`config.mk`:
```
export PLATFORM = sky130hd
export DESIGN_NAME = serial_subtractor
export DESIGN_NICKNAME = d
export VERILOG_FILES = /design/src/rtl/serial_subtractor.sv
export SDC_FILE = /design/constraint.sdc
export NUM_CORES = 1
export LEC_CHECK = 0
export BUFFER_PORTS_ARGS = -buffer_cell sky130_fd_sc_hd__buf_2
export CAP_MARGIN = 10
export CORE_ASPECT_RATIO = 1.1
export CORE_UTILIZATION = 47
export DETAILED_ROUTE_END_ITERATION = 8
export HOLD_SLACK_MARGIN = 0.06
export PLACE_DENSITY = 0.75
export RECOVER_POWER = 50
export SYNTH_ARGS = -nofsm -noshare
export SYNTH_HDL_FRONTEND = slang
export SYNTH_SLANG_ARGS = --single-unit
export TNS_END_PERCENT = 5
```
`constraint.sdc`:
```
create_clock -name clk -period 1.4 [get_ports clk]
set_clock_uncertainty 0.1 [all_clocks]
set_input_delay 0 -clock clk [delete_from_list [all_inputs] [get_ports clk]]
set_output_delay 0 -clock clk [all_outputs]
set_load 0.02 [all_outputs]
```
`src/rtl/serial_subtractor.sv`:
```
// Bit-serial unsigned subtractor: a - b, LSB first, one full-subtractor cell per clock.
// Optional macro SERIAL_SUB_ADD_EN adds the in_add port, which selects a + b (carry-out on borrow).
module serial_subtractor #(
    parameter int WIDTH = 8
) (
    input  logic             clk,
    input  logic             rst,
    input  logic             in_valid,
    output logic             in_ready,
    input  logic [WIDTH-1:0] a,
    input  logic [WIDTH-1:0] b,
`ifdef SERIAL_SUB_ADD_EN
    input  logic             in_add,
`endif
    output logic             out_valid,
    input  logic             out_ready,
    output logic [WIDTH-1:0] diff,
    output logic             borrow,
    output logic             busy
);

    localparam int CW = $clog2(WIDTH + 1);

    typedef enum logic [1:0] {
        S_IDLE,
        S_SHIFT,
        S_DONE
    } state_t;

    state_t           r_state;
    state_t           w_state_next;
    logic [WIDTH-1:0] r_a;
    logic [WIDTH-1:0] r_b;
    logic [WIDTH-1:0] r_diff;
    logic             r_br;
    logic             r_borrow;
    logic [CW-1:0]    r_cnt;
    logic             w_accept;
    logic             w_last;
    logic             w_add;
    logic             w_a0;
    logic             w_b0;
    logic             w_d;
    logic             w_br_next;
    logic [WIDTH-1:0] w_diff_shift;

`ifdef SERIAL_SUB_ADD_EN
    logic r_add;
    assign w_add = r_add;
`else
    assign w_add = 1'b0;
`endif

    assign in_ready  = (r_state == S_IDLE);
    assign out_valid = (r_state == S_DONE);
    assign busy      = (r_state != S_IDLE);
    assign diff      = r_diff;
    assign borrow    = r_borrow;
    assign w_accept  = in_valid && (r_state == S_IDLE);
    assign w_last    = (r_cnt == CW'(WIDTH - 1));

    // One cell serves both modes: the sum bit is identical, only the carry/borrow term differs.
    always_comb begin
        w_a0      = r_a[0];
        w_b0      = r_b[0];
        w_d       = w_a0 ^ w_b0 ^ r_br;
        if (w_add) begin
            w_br_next = (w_a0 & w_b0) | (r_br & (w_a0 ^ w_b0));
        end else begin
            w_br_next = (~w_a0 & w_b0) | (~(w_a0 ^ w_b0) & r_br);
        end
        w_diff_shift            = r_diff >> 1;
        w_diff_shift[WIDTH-1]   = w_d;
    end

    always_comb begin
        w_state_next = r_state;
        case (r_state)
            S_IDLE:  if (in_valid)  w_state_next = S_SHIFT;
            S_SHIFT: if (w_last)    w_state_next = S_DONE;
            S_DONE:  if (out_ready) w_state_next = S_IDLE;
            default:                w_state_next = S_IDLE;
        endcase
    end

    always_ff @(posedge clk) begin
        if (rst) begin
            r_state <= S_IDLE;
        end else begin
            r_state <= w_state_next;
        end
    end

    always_ff @(posedge clk) begin
        if (rst) begin
            r_a      <= '0;
            r_b      <= '0;
            r_diff   <= '0;
            r_br     <= 1'b0;
            r_borrow <= 1'b0;
            r_cnt    <= '0;
`ifdef SERIAL_SUB_ADD_EN
            r_add    <= 1'b0;
`endif
        end else if (w_accept) begin
            r_a   <= a;
            r_b   <= b;
            r_br  <= 1'b0;
            r_cnt <= '0;
`ifdef SERIAL_SUB_ADD_EN
            r_add <= in_add;
`endif
        end else if (r_state == S_SHIFT) begin
            r_a    <= r_a >> 1;
            r_b    <= r_b >> 1;
            r_br   <= w_br_next;
            r_diff <= w_diff_shift;
            // Counter parks on the last index rather than wrapping.
            if (w_last) begin
                r_borrow <= w_br_next;
            end else begin
                r_cnt <= r_cnt + CW'(1);
            end
        end
    end

endmodule

```
==> metrics.md, run 1 <==
| Metric | Value |
|---|---|
| Outcome | complete, no violations |
| Buf/Inv on CP | 0 |
| Fraction of layout cells with a size suffix above 1 | 0.238 |
| Most instantiated cells after synthesis | dfxtp_1 (32), nor2_1 (24), a21oi_1 (20) |
| Lkg Pwr | 0.754 nW |
| Synth area leaders | dfxtp_1 (45%), a21oi_1 (7.1%), nor2_1 (6.4%) |
| Post-CTS Setup Inserts | 0 |
| Worst path depth | 3 |
| Number of flops mapped to enable cells by yosys | 0 |
| Total GRT Usage | 0.248 |
| Final ANT Viol Nets | 0 |
| Worst Path Required | 1.56 ns |
| Design area | 1920 um2 |
| Inserted Clock Buffers | 5 |
| Crit-path slowest cell | or4_1 |
| Final critical-path setup slack | 0.00119 ns |
| Yosys reg bits | 32 |
| Worst path top cell family by delay | simple AND/OR/NAND/NOR gates |
| Grt total ovfl | 0 |
| Cell row count | 20 |
| RR Endpoint | r_cnt[3]$_SDFFE_PP0P_ |
| TritonCTS clock tree | built |
| Die area | 3220 um2 |
| Critical path startpoint | r_state[1]$_SDFFE_PP0P_ |
| Arr. time, crit path | 1.56 ns |
| Post-Route WL | 3.47 mm |
| Area grow syn2layout | 36.1% |
| Crit path cell chain | nand2b_2 > or4_1 > a21oi_1 |
| Peak supply drop | 0.000828 V |
| I/O Buffers | 31 |
| Starting Density | 0.503 |
| Period utilization | 0.999 |
| DRC Markers | 0 |
| Worst setup path endpoint | r_cnt[3]$_SDFFE_PP0P_ |
| Placer Congestion | 0.891 |
| Vias per cell | 5.67 |
| Final hold vios | 0 |
| Fmax | 715 MHz |
| Synth Area per Inst | 8.29 um2 |
| Top-Level Pins | 32 |
| CP endpoint kind | register |
| Dpl ws | -0.0423 ns |
| Post-DP HPWL | 2.29 mm |
| Wire per inst | 13.6 um |
| Vias | 1451 |
| Clock buffer depth | 2 |
| Vias in the first global route | 1426 |
| Syn Inst Count | 170 |
| Clock root buffer master | clkbuf_4 |
| Clock transition at path regs | 0.09 ns |
| Share of flip-flops with an asynchronous set or reset | 0 |
| Largest net degree at the start of global routing | 30 |
| DR iter-0 viols | 38 |
| Final layout net count | 244 |
| Drt pass-1 iters | 4 |
| Final setup violation count | 0 |
| Sink Count | 32 |
| Placeable Area | 2800 um2 |
| First-pass GRT wire length | 5.71 mm |
| Synth warn | 0 |
| Area share of the largest cell type after synthesis | 0.455 |
| Critical Path Start Type | register |
| Max-cap violations | 0 |
| Worst r2r path cells | 3 |
| RSZ-0062 raised after global routing | true |
| Multi-input gate area | 707 um2 |
| FF/Latch Area | 644 um2 |
| Max Slew Vio Count | 0 |
| Main flop type after synthesis | dfxtp_1 |
| PD cells | 970 nW/um2 |
| Fin Hold WS | 0.358 ns |
| Most numerous cell in the Yosys netlist | dfxtp_1 |
| Skew-Pair Late Insertion Delay | 0.33 ns |
| Die H | 59.4 um |
| Ant diodes | 0 |
| Die width | 54.2 um |
| Setup Crit Path Kind | reg2reg |
| Initial antenna violation count | 0 |
| Hold Crit Class | reg2reg |
| R2r setup slk | 0.001 ns |
| Slew @ Worst Pin | 0.520 ns |
| Cell taking the most area after synthesis | dfxtp_1 |
| Htree depth | 2 |
| Fin crit period | 1.40 ns |
| Slowest stage delay, CP | 0.49 ns |
| Register area share after synthesis | 0.455 |
| Reg2reg start | r_state[1]$_SDFFE_PP0P_ |
| Number of fill cells in the layout | 235 |
| Crit-path max FO | 6 |
| Syn nets | 192 |
| Synth unique cells | 35 |
| Synthesized area | 1410 um2 |
| Max-slew headroom | 0.653 |
| Dpl cell area | 1640 um2 |
==> flip-flops by register name, indices dropped and copies added, names as in the netlist <==
signal	count
diff	8
r_a	8
r_b	8
r_cnt	4
r_state	2
borrow	1
r_br	1
==> area by class of cell <==
class                      count  area share
inverter                       7      0.0137
clock buffer                   8      0.0307
sequential                    32       0.336
multi-input combinational    117       0.369
tap                           33      0.0215
timing repair buffer          59       0.229
==> power by group <==
part | internal (mW) | total (mW) | switching, mW
Clock | 0.248 | 0.547 | 0.300
Combinational | 0.162 | 0.315 | 0.154
Sequential | 0.961 | 0.997 | 0.0358
==> cell families after synthesis <==
kind of cell / Yosys count / share of synthesized area
AND/OR/NAND/NOR: 59 / 0.191
AO/OA/AOI/OAI: 56 / 0.260
flip-flops: 32 / 0.455
buffers and inverters: 21 / 0.0710
adder cells (fa/ha/maj): 2 / 0.0231
==> layer usage <==
layer  GRT usage  up-vias  routed length [um]
met5           0        -                   0
met4       0.117        0                  89
met3      0.0744       12                 179
met2       0.462       58                1830
met1       0.240      675                1380
li1            -      706                   -
==> stage by stage <==
step	utilization	cells	power [mW]	setup TNS (ns)
after floorplan	-	170	1.18	0
after global placement	0.585	229	1.26	0
after detailed placement	0.585	229	1.27	-0.0952
after CTS	0.679	256	1.86	0
after global routing	0.684	256	1.95	-0.0905
final	0.684	256	1.86	0
==> tightest hold or removal path: stages (launching register included) <==
cell	delay [ns]
dfxtp_1	0.32
nand2_1	0.05
a21oi_1	0.05
==> worst min path at each step <==
stage	start	endpoint	cells past startpoint
after detailed placement	a[7]	r_a[7]$_SDFFE_PP0P_	3
after CTS	diff[0]$_SDFFE_PP0P_	diff[0]$_SDFFE_PP0P_	2
after global placement	b[7]	r_b[7]$_SDFFE_PP0P_	3
after global routing	diff[2]$_SDFFE_PP0P_	diff[1]$_SDFFE_PP0P_	2
final	diff[0]$_SDFFE_PP0P_	diff[0]$_SDFFE_PP0P_	2
after floorplan	a[7]	r_a[7]$_SDFFE_PP0P_	2
==> timing repair <==
action | 4_1_cts | 5_1_grt
gates resized for setup | 5 | 8
hold endpoints to repair | 24 | 0
endpoints found under the setup margin | 5 | 17
pin swaps | 0 | 1
hold buffers | 19 | 0
==> cell usage in the layout, fill, tap and decap left out, types with 6 or more instances in the layout <==
| master | count |
|---|---|
| buf_2 | 22 |
| dfxtp_1 | 29 |
| a211oi_1 | 9 |
| nand2_1 | 18 |
| o22ai_1 | 12 |
| buf_4 | 6 |
| clkbuf_1 | 11 |
| dlygate4sd3_1 | 19 |
| nor2_1 | 23 |
| a21oi_1 | 20 |
Power figures use the tool's default switching activity.
==> run 2: changes to the inputs <==
==> constraint.sdc (replaced) <==
create_clock -name clk -period 1.4 [get_ports clk]
set_clock_uncertainty 0.1 [all_clocks]
set_input_delay 0.07 -clock clk [delete_from_list [all_inputs] [get_ports clk]]
set_output_delay 0.07 -clock clk [all_outputs]
set_load 0.02 [all_outputs]
==> run 2 against run 1 <==
Against the previous run: sequential share of layout area increased by 0.63 points; largest power group unchanged; worst hold slack got worse by 0.26 ns; critical endpoint is now r_cnt[0]$_SDFFE_PP0P_; non-clock buffer count decreased by 4; die area unchanged; via count decreased by 1.0%; core utilization decreased by 1.2 points; critical path type unchanged; clock power about the same.
==> metrics.md, run 2 (synthesized netlist as in run 1, its figures left out) <==
| Metric | Value |
|---|---|
| TritonCTS clock tree | built |
| Top-Level Pins | 32 (unchanged) |
| Period utilization | 0.993 (-0.00584) |
| Fraction of layout cells with a size suffix above 1 | 0.237 (about the same) |
| Commonest non-fill, non-tap cell in the layout | dfxtp_1 |
| Fin crit period | 1.39 ns (-0.00818 ns) |
| DR iter-0 viols | 36 (-5.3%) |
| I/O Buffers | 31 (unchanged) |
| Commonest non-fill, non-tap cells in the layout | dfxtp_1 (29), nor2_1 (23), buf_2 (22) |
| Outcome | complete, no violations |
| Htree depth | 2 (unchanged) |
| Dpl ws | -0.0423 ns (unchanged) |
| Die H | 59.4 um (unchanged) |
| Placeable Area | 2800 um2 (unchanged) |
| Clock root buffer master | clkbuf_4 |
| Total GRT Usage | 0.244 (-0.00468) |
| Post-CTS Setup Inserts | 0 (unchanged) |
| DRC Markers | 0 (unchanged) |
| Arr. time, crit path | 1.56 ns (about the same) |
| Ant diodes | 0 (unchanged) |
| Gate power share | 0.165 (-0.005) |
| Final ANT Viol Nets | 0 (unchanged) |
| PD cells | 985 nW/um2 (+1.5%) |
| Die area | 3220 um2 (unchanged) |
| Sw power | 0.489 mW (about the same) |
| Skew-Pair Late Insertion Delay | 0.33 ns (about the same) |
| Peak supply drop | 0.000826 V (-0.21%) |
| Hold_sp | b[1] |
| Largest net degree at the start of global routing | 30 (unchanged) |
| Post-DP HPWL | 2.29 mm (unchanged) |
| Inserted Clock Buffers | 5 (unchanged) |
| Seq pwr share | 0.538 (+0.002) |
| Initial antenna violation count | 0 (unchanged) |
| Final setup violation count | 0 (unchanged) |
| Clock buffer depth | 2 (unchanged) |
| Post-Route WL | 3.40 mm (-2.0%) |
| Lkg Pwr | 0.739 nW (-2.0%) |
| Clock transition at path regs | 0.10 ns (about the same) |
| Die width | 54.2 um (unchanged) |
| Hold Crit Class | in2reg |
| Placer Congestion | 0.891 (unchanged) |
| First-pass GRT wire length | 5.64 mm (-1.3%) |
| Clk network pwr share | 0.297 (+0.003) |
| Final critical-path setup slack | 0.00937 ns (+0.00818 ns) |
| Starting Density | 0.503 (unchanged) |
| Number of fill cells in the layout | 236 (+0.43%) |
| Cell row count | 20 (unchanged) |
| Area grow syn2layout | 33.6% |
| Switch share | 0.264 (+0.000896) |
| Max-slew headroom | 0.655 (+0.00234) |
| Max Slew Vio Count | 0 (unchanged) |
| Critical path startpoint | r_cnt[0]$_SDFFE_PP0P_ |
| Reg2reg start | r_cnt[0]$_SDFFE_PP0P_ |
| Placed cells | 229 (unchanged) |
| Worst Path Required | 1.57 ns (about the same) |
| RSZ-0062 raised after global routing | true |
| Critical Path Start Type | register |
| Drt pass-1 iters | 4 (unchanged) |
| Final hold vios | 0 (unchanged) |
| Slew @ Worst Pin | 0.517 ns (-0.00351 ns) |
| Wire per inst | 13.5 um (-0.49%) |
| Fmax | 719 MHz (+0.59%) |
| Vias in the first global route | 1414 (-0.84%) |
| Final layout net count | 240 (-1.6%) |
| Sink Count | 32 (unchanged) |
| Pint | 1.36 mW (-0.48%) |
| Finished Layout Cells | 252 (-1.6%) |
| Grt total ovfl | 0 (unchanged) |
| Crit-path max FO | 8 (+2) |
| Max-cap violations | 0 (unchanged) |
| CP endpoint kind | register |
| Vias | 1436 (-1.0%) |
| Setup Crit Path Kind | reg2reg |
| Vias per cell | 5.70 (+0.54%) |
[run 2: changes by cell type in the layout (fill, tap and decap cells not counted)]
cell	previous run	this run
a2111oi_2	2	1
nand2b_2	2	1
a2111oi_1	1	2
nor2_2	1	0
nor2_4	0	1
nand2b_4	0	1
dlygate4sd3_1	19	15
[run 2: power groups by stage]
stage	Sequential [mW]	Combinational [mW]	Clock [mW]
floorplan	1.01	0.170	0
global placement	1.01	0.250	0
detailed placement	1.02	0.260	0
CTS	0.996	0.294	0.561
global route	1.00	0.336	0.595
finish	0.998	0.305	0.550
[run 2: worst max-delay path, stage by stage (launching register included)]
cell     delay (ns)
dfxtp_2        0.36
ha_4           0.17
and3b_2        0.25
or3_1          0.31
a21oi_1        0.13
[run 2: final timing paths]
path                                              end  slack, ns  depth (start not counted)
worst min register to register   diff[0]$_SDFFE_PP0P_       0.36                          2
worst min-delay path              r_b[1]$_SDFFE_PP0P_       0.10                          4
worst max register to register  r_cnt[0]$_SDFFE_PP0P_      0.009                          4
worst max-delay path            r_cnt[0]$_SDFFE_PP0P_      0.009                          4
[run 2: cell type report]
cell class	instances	area [um2]	area share
inverters	7	26.3	0.0140
well taps	33	41.3	0.0219
multi-input cells	117	712	0.378
clock buffers	8	58.8	0.0313
repair buffers	55	399	0.212
flip-flops and latches	32	644	0.342
[run 2: per-layer routing]
layer / track usage / vias up / part of all wire
met5: 0 / - / 0
met4: 0.110 / 0 / 0.021
met3: 0.0692 / 8 / 0.052
met2: 0.449 / 57 / 0.52
met1: 0.243 / 672 / 0.41
li1: - / 699 / -
[run 2: stage by stage]
step / utilization / TNS (ns) / hold slack [ns] / total power [mW] / cell area (um2)
floorplan: - / 0 / 0.154 / 1.18 / 1410
global placement: 0.585 / 0 / 0.246 / 1.26 / 1640
detailed placement: 0.585 / -0.0952 / 0.256 / 1.27 / 1640
CTS: 0.665 / 0 / 0.0891 / 1.85 / 1860
global route: 0.671 / -0.0617 / 0.111 / 1.94 / 1880
finish: 0.671 / 0 / 0.100 / 1.85 / 1880
[run 2: what timing repair did]
| action | in CTS | in global routing |
|---|---|---|
| setup endpoints to repair | 5 | 16 |
| hold endpoints to repair | 15 | 0 |
| gates resized for setup | 5 | 9 |
| hold buffers | 15 | 0 |
